## config.mk

```make
export PLATFORM = sky130hd
export DESIGN_NAME = uart_tx_arbiter
export DESIGN_NICKNAME = d
export VERILOG_FILES = /design/src/rtl/uart_tx_arbiter.sv
export SDC_FILE = /design/constraint.sdc
export NUM_CORES = 1
export LEC_CHECK = 0
export CAP_MARGIN = 20
export CORE_UTILIZATION = 40
export CTS_BUF_LIST = sky130_fd_sc_hd__clkbuf_4 sky130_fd_sc_hd__clkbuf_8 sky130_fd_sc_hd__clkbuf_16
export CTS_CLUSTER_DIAMETER = 30
export CTS_CLUSTER_SIZE = 10
export DETAILED_ROUTE_END_ITERATION = 7
export MAX_ROUTING_LAYER = met4
export PLACE_DENSITY = 0.76
export SLEW_MARGIN = 15
export SYNTH_ARGS = -nofsm -noshare
export SYNTH_HDL_FRONTEND = slang
export SYNTH_SLANG_ARGS = --single-unit
export TNS_END_PERCENT = 20
```

## constraint.sdc

```tcl
create_clock -name clk -period 1.89 [get_ports clk]
set_input_delay 0.2835 -clock clk [delete_from_list [all_inputs] [get_ports clk]]
set_output_delay 0.2835 -clock clk [all_outputs]
set_load 0.01 [all_outputs]
```

## src/rtl/uart_tx_arbiter.sv

```systemverilog
// Round-robin arbiter sharing one UART transmitter between NUM_REQ byte producers.
// Captures the winner's byte, pulses tx_start, then follows the Tx busy/done handshake.
module uart_tx_arbiter #(
    parameter int unsigned NUM_REQ      = 4,
    parameter int unsigned DATA_WIDTH   = 8,
    parameter int unsigned BUSY_TIMEOUT = 64
) (
    input  logic                          clk,
    input  logic                          reset,
    input  logic [NUM_REQ-1:0]            req_valid,
    input  logic [NUM_REQ*DATA_WIDTH-1:0] req_data,
    output logic [NUM_REQ-1:0]            req_ack,
    output logic [DATA_WIDTH-1:0]         tx_data,
    output logic                          tx_start,
    input  logic                          tx_busy,
    input  logic                          tx_done,
    output logic [$clog2(NUM_REQ)-1:0]    grant_id,
    output logic                          arb_busy,
    output logic                          timeout_err
);

    localparam int unsigned IDW  = $clog2(NUM_REQ);
    localparam int unsigned CNTW = ($clog2(BUSY_TIMEOUT) > 0) ? $clog2(BUSY_TIMEOUT) : 1;
    localparam logic [CNTW-1:0] CNT_LAST = CNTW'(BUSY_TIMEOUT - 1);
    localparam logic [IDW-1:0]  LAST_ID  = IDW'(NUM_REQ - 1);

    typedef enum logic [1:0] {
        IDLE,
        WAIT_BUSY,
        WAIT_DONE
    } state_e;

    state_e                  state_q, state_d;
    logic [IDW-1:0]          rr_ptr_q, rr_ptr_d;
    logic [CNTW-1:0]         cnt_q, cnt_d;
    logic [DATA_WIDTH-1:0]   tx_data_q, tx_data_d;
    logic [IDW-1:0]          grant_q, grant_d;
    logic [NUM_REQ-1:0]      ack_q, ack_d;
    logic                    start_q, start_d;
    logic                    abusy_q, abusy_d;
    logic                    terr_q, terr_d;

    logic                    win_found;
    logic [IDW-1:0]          win_id;
    logic [DATA_WIDTH-1:0]   win_data;

    // Search upward from rr_ptr with explicit wrap so non-power-of-two counts never overflow.
    always_comb begin
        int unsigned idx;
        logic [IDW-1:0] cand;
        idx       = 0;
        cand      = '0;
        win_found = 1'b0;
        win_id    = '0;
        for (int unsigned off = 0; off < NUM_REQ; off++) begin
            idx = 32'(rr_ptr_q) + off;
            if (idx >= NUM_REQ) begin
                idx = idx - NUM_REQ;
            end
            cand = IDW'(idx);
            if (!win_found && req_valid[cand]) begin
                win_found = 1'b1;
                win_id    = cand;
            end
        end
        win_data = req_data[32'(win_id)*DATA_WIDTH +: DATA_WIDTH];
    end

    always_comb begin
        state_d   = state_q;
        rr_ptr_d  = rr_ptr_q;
        cnt_d     = cnt_q;
        tx_data_d = tx_data_q;
        grant_d   = grant_q;
        ack_d     = '0;
        start_d   = 1'b0;
        terr_d    = 1'b0;

        case (state_q)
            IDLE: begin
                if (win_found) begin
                    tx_data_d = win_data;
                    grant_d   = win_id;
                    ack_d     = {{(NUM_REQ-1){1'b0}}, 1'b1} << win_id;
                    start_d   = 1'b1;
                    rr_ptr_d  = (win_id == LAST_ID) ? '0 : win_id + 1'b1;
                    cnt_d     = '0;
                    state_d   = WAIT_BUSY;
                end
            end
            WAIT_BUSY: begin
                // A done pulse wins over busy so a very short frame still completes.
                if (tx_done) begin
                    state_d = IDLE;
                end else if (tx_busy) begin
                    state_d = WAIT_DONE;
                end else if (cnt_q == CNT_LAST) begin
                    terr_d  = 1'b1;
                    state_d = IDLE;
                end else begin
                    cnt_d = cnt_q + 1'b1;
                end
            end
            WAIT_DONE: begin
                if (tx_done) begin
                    state_d = IDLE;
                end
            end
            default: begin
                state_d = IDLE;
            end
        endcase

        abusy_d = (state_d != IDLE);
    end

    always_ff @(posedge clk) begin
        if (reset) begin
            state_q   <= IDLE;
            rr_ptr_q  <= '0;
            cnt_q     <= '0;
            tx_data_q <= '0;
            grant_q   <= '0;
            ack_q     <= '0;
            start_q   <= 1'b0;
            abusy_q   <= 1'b0;
            terr_q    <= 1'b0;
        end else begin
            state_q   <= state_d;
            rr_ptr_q  <= rr_ptr_d;
            cnt_q     <= cnt_d;
            tx_data_q <= tx_data_d;
            grant_q   <= grant_d;
            ack_q     <= ack_d;
            start_q   <= start_d;
            abusy_q   <= abusy_d;
            terr_q    <= terr_d;
        end
    end

    assign req_ack     = ack_q;
    assign tx_data     = tx_data_q;
    assign tx_start    = start_q;
    assign grant_id    = grant_q;
    assign arb_busy    = abusy_q;
    assign timeout_err = terr_q;

endmodule

```

Yosys cells after proc, flatten, opt, wreduce, memory -nomap -nowiden
Cells that the tools add are included.
{"block": "op_classes", "add_sub_neg": 9, "order_cmp": 8, "n_eq_ne": 8, "n_shift": 2, "muxes": 34, "bitwise_logic": 3, "n_reduce_logical": 14}
{"cell": "indexed part select 32 x 6 -> 8 bit", "count": 1}
{"cell": "two-way mux 2 bit", "count": 14}
{"cell": "two-way mux 6 bit", "count": 4}
{"cell": "less-than comparator 2 x 3 -> 1 bit, second input constant", "count": 4}
{"cell": "one-hot mux 6 bit (2 select lines)", "count": 1}
{"cell": "two-way mux 1 bit", "count": 10}
{"cell": ">= comparator 3 bit, second input constant", "count": 3}
{"cell": "binary-select mux 1 bit (select 2 bit)", "count": 4}
{"cell": "!= test 2 bit, second input constant", "count": 4}
{"cell": "subtractor 2 x 1 -> 2 bit, second input constant", "count": 4}
{"cell": "adder 2 x 2 -> 3 bit, second input constant", "count": 2}
{"cell": "adder 6 x 1 -> 6 bit, second input constant", "count": 1}
{"cell": "== test 6 bit, second input constant", "count": 1}
{"cell": "one-hot mux 2 bit (3 select lines)", "count": 1}
{"cell": "AND reduction 5 bit", "count": 1}
{"cell": "== test 2 bit, second input constant", "count": 2}
{"cell": "nonzero test 2 bit", "count": 2}
{"cell": "OR reduction 4 bit", "count": 1}
{"cell": "<< shifter 1 x 2 -> 4 bit, first input constant", "count": 1}
{"cell": "adder 2 x 1 -> 3 bit, second input constant", "count": 1}
{"cell": ">= comparator 2 x 3 -> 1 bit, second input constant", "count": 1}
{"cell": "logical AND 1 bit", "count": 3}
{"cell": "logical NOT 1 bit", "count": 3}
{"cell": "NOT 1 bit", "count": 3}
{"cell": "6 further kinds", "count": 6}
{"block": "totals", "reg_bits": 27, "inputBits": 40, "output_inout_bits": 17, "wordCells": 87}

Depth between registers and ports, before layout
Gate-level depths: netlist (run 1).
{"block": "depth", "ltp_word": 17, "mapped_depth": 7, "depth_no_buf": 6}

Worst setup path after synthesis (run 1)
No wires, ideal clock.
{"block": "synth_path", "path_kind": "flip-flop to flip-flop", "startpoint": "register rr_ptr_q[1]", "endpoint": "register tx_data_q[5] (netlist: tx_data[5])", "setup_time_ps": 135, "arrival_ps": 1619, "required_ps": 1755, "slack_ps": 136, "stages_incl_launch_ff": 8, "path_buffers": 2, "synth_period_minus_slack_ps": 1754, "path_cell_list": "dfxtp_1 inv_2 or4_4 buf_6 buf_6 and3_4 a211oi_2 o41ai_2"}
{"block": "synth_via", "elab_chain_len": 15, "elab_cells_between_ends": 39, "classes_between": "add/sub: 7; order compare: 4; shift: 1; mux: 20; reduce/logical: 7"}
{"element": "start, declared", "line": "34", "text": "logic [IDW-1:0] rr_ptr_q, rr_ptr_d;"}
{"element": "start signal, assigned", "line": "130", "text": "rr_ptr_q <= rr_ptr_d;"}
{"element": "parallel branches: the longest is 15 deep, another holds adder 2 x 1 -> 3 bit"}
{"element": "end signal, assigned", "line": "132", "text": "tx_data_q <= tx_data_d;"}
{"element": "end, declared", "line": "36", "text": "logic [DATA_WIDTH-1:0] tx_data_q, tx_data_d;"}
Several ways; the timed one is not identified. The select of a mux whose other input is x is not followed.
A chain may end at the register's enable or synchronous reset.

Worst setup path in the final report (run 1)
{"block": "layout_path", "startpoint": "input req_valid[0]", "endpoint": "register tx_data_q[7] (netlist: tx_data[7])"}
{"block": "layout_via", "elab_chain_len": 13, "elab_cells_between_ends": 24, "classes_between": "shift: 1; mux: 16; reduce/logical: 7"}
{"element": "start, declared", "line": "10", "text": "input logic [NUM_REQ-1:0] req_valid,"}
{"element": "binary-select mux 1 bit (select 2 bit)", "line": "61", "text": "if (!win_found && req_valid[cand]) begin"}
{"element": "two-way mux 1 bit (implied by the code)", "line": "61"}
{"element": "two-way mux 1 bit", "line": "61"}
{"element": "logical NOT 1 bit", "line": "61"}
{"element": "logical AND 1 bit", "line": "61"}
{"element": "two-way mux 1 bit", "line": "61"}
{"element": "logical NOT 1 bit", "line": "61"}
{"element": "logical AND 1 bit", "line": "61"}
{"element": "two-way mux 1 bit", "line": "61"}
{"element": "logical NOT 1 bit", "line": "61"}
{"element": "logical AND 1 bit", "line": "61"}
{"element": "two-way mux 2 bit or two-way mux 1 bit (tied branches)", "line": "61"}
{"element": "indexed part select 32 x 6 -> 8 bit or AND reduction 2 bit (tied branches)"}
Parallel ways exist; a longest one is shown, timed or not. The select of a mux whose other input is x is not followed.

==> results of run 1 <==
## power by group through the flow
stage | Clock (mW) | Combinational [mW] | Sequential [mW]
6_report | 0.342 | 0.762 | 0.662
4_1_cts | 0.343 | 0.755 | 0.662
5_1_grt | 0.365 | 0.814 | 0.671
3_5_place_dp | 0 | 0.651 | 0.673
3_3_place_gp | 0 | 0.648 | 0.675
2_1_floorplan | 0 | 0.352 | 0.693
## metal layers
layer | global-route usage, % | share of wire (%)
met1 | 25.3 | 44
met2 | 37.2 | 49
met3 | 3.93 | 5.2
met4 | 9.66 | 2.2
met5 | - | 0
## registers in the layout (all words and copies together) (netlist names)
signal,count
tx_data,8
cnt_q,6
req_ack,4
grant_id,2
rr_ptr_q,2
state_q,2
arb_busy,1
timeout_err,1
tx_start,1
## how the worst max path moves through the flow
stage / startpoint / to
after floorplan: rr_ptr_q[1] / tx_data[5]
after global placement: req_valid[1] / tx_data[7]
after detailed placement: req_valid[1] / tx_data[6]
after CTS: req_valid[0] / tx_data[7]
after global routing: req_valid[0] / tx_data[7]
final: req_valid[0] / tx_data[7]
## through the flow
| step | hold slack (ns) | instances |
|---|---|---|
| floorplan | 0.371 | 161 |
| finish | 0.465 | 283 |
| CTS | 0.463 | 282 |
| global placement | 0.445 | 273 |
| detailed placement | 0.438 | 273 |
| global route | 0.490 | 283 |
## synth_stat cells, types with 2 or more instances
cell type	n
a21boi_0	2
nand3_1	4
nor2b_1	7
o21ai_0	2
a211oi_2	9
xnor2_1	3
buf_2	4
and3_2	6
nor3_1	2
buf_6	3
nor2_1	12
and2_1	2
dfxtp_1	27
buf_4	2
a21oi_1	6
and3_1	13
clkbuf_1	2
a211oi_1	9
o41ai_2	8
nand2_1	16
## logic make-up after synthesis
group                    Yosys count
flip-flops                        27
XOR/XNOR                           3
AO/OA/AOI/OAI                     44
multiplexers                       1
AND/OR/NAND/NOR                   70
buffers and inverters             15
adder cells (fa/ha/maj)            1
## critical path, delay by kind of cell
family	cells	cell delay, ns
AOI/OAI and AO/OA	2	0.29
buffers and inverters	3	0.56
and+or+nand+nor	3	0.86
## area by class of cell
class                      count  area share, %
tap                           48           2.47
inverter                       2          0.309
multi-input combinational    121           40.0
clock buffer                   3           1.70
sequential                    27           22.3
timing repair buffer          81           33.0
clock inverter                 1          0.309
## timing repair
| item | in CTS | in global routing |
|---|---|---|
| cloned | 4 | 0 |
| setup endpoints to repair | 9 | 2 |
| resized for setup | 19 | 4 |
| buffers inserted | 1 | 1 |
| pin swaps | 4 | 3 |
==> results.json, run 1 <==
{
  "status": "complete, no violations",
  "via_count": 1508,
  "coreArea_um2": 3660,
  "htreeDepth": 1,
  "port_buffers": 56,
  "dp_worst_setup_slack_ns": -0.403,
  "antenna_cells": 0,
  "cpMaxStageDelayCell": "or4_4",
  "multi_input_area_um2": 972,
  "area_growth_pct": 58.8,
  "synthesis.area_um2": 1530,
  "setup_viol": 0,
  "final_common_cell": "clkdlybuf4s50_1",
  "cts-root-buf": "clkbuf_8",
  "max_freq_mhz": 545,
  "critical_path_class": "input port to flop",
  "required_ns": 2.05,
  "seqPwrFrac_pct": 37.5,
  "synth_top_cell_by_area": "dfxtp_1",
  "drc": 0,
  "clk_pin_slew_ns": 0.10,
  "p_int_mw": 1.21,
  "synth_flop_cell": "dfxtp_1",
  "min_from": "tx_data[0]",
  "setup_tns_ns": 0,
  "pwr_density_cell_nw_per_um2": 726,
  "min_path_cells": 2,
  "grt_pass1_wl_um": 6850,
  "hold_path.class": "flop to flop",
  "end_kind": "flop",
  "cts_buffers": 3,
  "maxCapViolations": 0,
  "cts_buffer_depth": 2,
  "layout_setup_ws_ns": 0.0543,
  "r2r_cells": 6,
  "seq_area_um2": 542,
  "synth_xor_area_share_pct": 1.72,
  "ys_types": 42,
  "synthAdderAreaFrac_pct": 0.817,
  "cts.sinks": 27,
  "worstSkewPairLatency_ns": 0.27,
  "tritoncts": "done",
  "initial_utilization_pct": 41.8,
  "relSlewSlack_pct": 68.6,
  "ant_nets": 0,
  "grt_antenna_before_repair": 0,
  "cts_hold_buf": 0,
  "finalMaxSlewViolations": 0,
  "gr-total-overflow": 0,
  "reg2reg_from": "rr_ptr_q[1]",
  "num_rows": 22,
  "skew_ns": 0.00442,
  "grt_max_degree": 21,
  "die_x_um": 63.9,
  "min_to": "tx_data[0]",
  "ir_drop_uv": 370,
  "nFillCells": 297,
  "cp.arrival_ns": 2.00,
  "synthCells": 161,
  "io_pins": 57,
  "switchingPower_uw": 559,
  "crit_path_max_incr_delay_ns": 0.52,
  "yosysSeqAreaShare_pct": 35.3,
  "p_comb_share_pct": 43.2,
  "post-route-util_pct": 66.4,
  "synth-compound-area-share_pct": 28.4,
  "final_layout_size_suffix_gt1_share_pct": 31.9,
  "drt_first_pass_iters": 4,
  "dpl.hpwl_um": 2740,
  "hold_viol_final": 0,
  "cp-start-kind": "input port",
  "p_total_mw": 1.77,
  "wire_per_inst_um": 14.4,
  "layout_common_cells": "52 x clkdlybuf4s50_1, 26 x dfxtp_1, 21 x buf_4, 16 x nand2_1, 16 x a211oi_2",
  "power_frac_clock_pct": 19.4,
  "async_flop_share_pct": 0,
  "period_needed_ns": 1.84,
  "synth_top_family_by_area": "compound AO/OA/AOI/OAI gates",
  "fin_crit_sh_pct": 97.1,
  "r2r_setup_slack_ns": 0.06,
  "final_area_um2": 2430,
  "gp_congestion": 0.835,
  "synthSimpleGateAreaFrac_pct": 26.1,
  "path_cells": "dlygate4sd2_1 -> nor2b_2 -> or4_4 -> buf_12 -> buf_4 -> and3_1 -> a211oi_2 -> o41ai_2",
  "wl_um": 4070,
  "synth-seq-cells": 27,
  "p_leak_nw": 0.951,
  "worstMarginPinSlew_ns": 0.470,
  "viasPerCell": 5.33,
  "syn_nets": 202,
  "swShare_pct": 31.7,
  "grt_usage_pct": 22.0,
  "grt_pass1_vias": 1549,
  "path_max_fanout": 9,
  "synth_edf_count": 0,
  "ys_top_cells_by_area": "dfxtp_1 35%, o41ai_2 8.5%, a211oi_2 7.4%, and3_1 5.3%, a211oi_1 4.4%",
  "yosys.area.top_type_share_pct": 35.3,
  "die_h_um": 63.9,
  "nets": 277,
  "rr_endpoint": "tx_data[7]",
  "muxShareOfSynthArea_pct": 0.654,
  "synth_area_per_cell_um2": 9.51,
  "die-area_um2": 4080,
  "drtIter0Drc": 49,
  "yosys_warnings": 0,
  "place_area_um2": 2240
}
(Power assumes the default switching activity.)
==> run 2: changes to the inputs <==
- CTS_CLUSTER_SIZE: 10 -> unset
==> results of run 2 <==
The final DEF is identical to that of run 1; final timing and power are the same.
==> run 3: changes to the inputs <==
- CAP_MARGIN: 20 -> unset
- SETUP_SLACK_MARGIN: unset -> 0.3
==> run 3 against run 2 <==
  * Global-route usage grew 0.69 points
  * Register-to-register slack gained 0.18 ns
  * Wire length grew 8.2%
  * Cell count grew 0.35%
  * Die area is the same
==> results.json, run 3 (same netlist as run 1, synthesis figures left out) <==
{
  "pwr_density_cell_nw_per_um2": 717,
  "dp_worst_setup_slack_ns": -0.403,
  "maxCapViolations": 0,
  "rsz0062_at_grt": "true",
  "grt_antenna_before_repair": 0,
  "die_h_um": 63.9,
  "multi_input_area_um2": 1060,
  "end_kind": "flop",
  "dpl.hpwl_um": 2890,
  "crit_path_max_incr_delay_ns": 0.55,
  "antenna_cells": 0,
  "place_area_um2": 2250,
  "grt_usage_pct": 22.7,
  "tritoncts": "done",
  "critPathTopFamily": "simple AND/OR/NAND/NOR gates",
  "initial_utilization_pct": 41.8,
  "max_freq_mhz": 604,
  "period_needed_ns": 1.65,
  "coreArea_um2": 3660,
  "wire_per_inst_um": 15.5,
  "hold_viol_final": 0,
  "required_ns": 2.05,
  "swShare_pct": 32.7,
  "use_met1_pct": 26.6,
  "worstMarginPinSlew_ns": 0.390,
  "drt_first_pass_iters": 4,
  "fin_crit_sh_pct": 87.6,
  "met3_usage_pct": 2.86,
  "cp.arrival_ns": 1.82,
  "port_buffers": 56,
  "setup_viol": 0,
  "htreeDepth": 1,
  "via_count": 1580,
  "seq_area_um2": 548,
  "relSlewSlack_pct": 74.0,
  "critical_path_class": "input port to flop",
  "worstSkewPairLatency_ns": 0.27,
  "critical_path_buf_inv_count": 2,
  "cts-root-buf": "clkbuf_8",
  "grt_max_degree": 21,
  "status": "complete, no violations",
  "finalMaxSlewViolations": 0,
  "power_frac_clock_pct": 19.0,
  "p_leak_nw": 0.965,
  "p_int_mw": 1.21,
  "busiest_layer": "met2",
  "final_common_cell": "clkdlybuf4s50_1",
  "area_growth_pct": 63.2,
  "final_area_um2": 2500,
  "grtUsageMet2_pct": 39.8,
  "gr-total-overflow": 0,
  "ir_drop_uv": 361,
  "wl_um": 4400,
  "io_pins": 57,
  "p_comb_share_pct": 43.6,
  "path_max_fanout": 6,
  "viasPerCell": 5.56,
  "cts_hold_buf": 0,
  "path_cells": "clkdlybuf4s15_2 -> nor2_2 -> or4_4 -> buf_8 -> and3_4 -> a211oi_2 -> o41ai_2",
  "final_layout_size_suffix_gt1_share_pct": 36.4,
  "die-area_um2": 4080,
  "nets": 278,
  "seqPwrFrac_pct": 37.4,
  "clk_pin_slew_ns": 0.10,
  "gp_congestion": 0.834,
  "cts_buffer_depth": 2,
  "cts_buffers": 3,
  "nFillCells": 285,
  "grt_pass1_wl_um": 7090,
  "layout_setup_ws_ns": 0.235,
  "drtIter0Drc": 30,
  "layout_common_cells": "51 x clkdlybuf4s50_1, 25 x dfxtp_1, 20 x buf_4, 16 x nand2_1, 15 x a211oi_2",
  "num_rows": 22,
  "cpMaxStageDelayCell": "or4_4",
  "drc": 0,
  "largest_reg_flops": 8,
  "switchingPower_uw": 586,
  "die_x_um": 63.9,
  "hold_path.class": "input port to flop",
  "ant_nets": 0,
  "grt_pass1_vias": 1580,
  "cts.sinks": 27,
  "cp-start-kind": "input port",
  "skew_ns": 0.00446
}
[run 3: per-layer routing]
layer,share of wire [%],vias up
met1,44,745
met3,4.6,6
met2,50,65
li1,-,764
met5,0,-
met4,1.2,0
[run 3: layout make-up]
class                      instances  area share [%]
clock buffer                       3            1.65
clock inverter                     1           0.300
inverter                           2           0.300
multi-input combinational        123            42.4
sequential                        27            21.9
tap                               48            2.40
timing repair buffer              80            31.0
[run 3: stage by stage]
step | std cells | power [mW] | hold slack [ns] | util (%) | TNS (ns)
after floorplan | 161 | 1.05 | 0.371 | - | 0
after CTS | 283 | 1.77 | 0.468 | 66.6 | 0
final | 284 | 1.79 | 0.365 | 68.3 | 0
after detailed placement | 274 | 1.34 | 0.441 | 61.3 | -4.78
after global routing | 284 | 1.88 | 0.362 | 68.3 | 0
after global placement | 274 | 1.33 | 0.441 | 61.3 | -4.04
[run 3: path summary, 6_finish.rpt]
kind / start / to / slack [ns] / cells past startpoint
min: tx_busy / timeout_err / 0.36 / 3
max: req_valid[1] / tx_data[1] / 0.24 / 7
max reg2reg: rr_ptr_q[0] / rr_ptr_q[1] / 0.24 / 6
min reg2reg: tx_data[0] / tx_data[0] / 0.46 / 2
[run 3: tightest hold or removal path, stage by stage]
cell	delay (ns)
dlymetal6s2s_1	0.14
or4b_2	0.15
nor3_1	0.04
[run 3: timing repair]
action / CTS / global route
buffers inserted: 2 / 0
setup endpoints to repair: 23 / 20
gates cloned: 3 / 1
gates resized for setup: 31 / 14
pin swaps: 6 / 4
[run 3: power groups by stage]
stage | sequential [mW] | combinational, mW | clock (mW)
CTS | 0.667 | 0.753 | 0.352
detailed placement | 0.677 | 0.659 | 0
floorplan | 0.694 | 0.352 | 0
finish | 0.670 | 0.781 | 0.341
global route | 0.677 | 0.830 | 0.374
global placement | 0.679 | 0.649 | 0
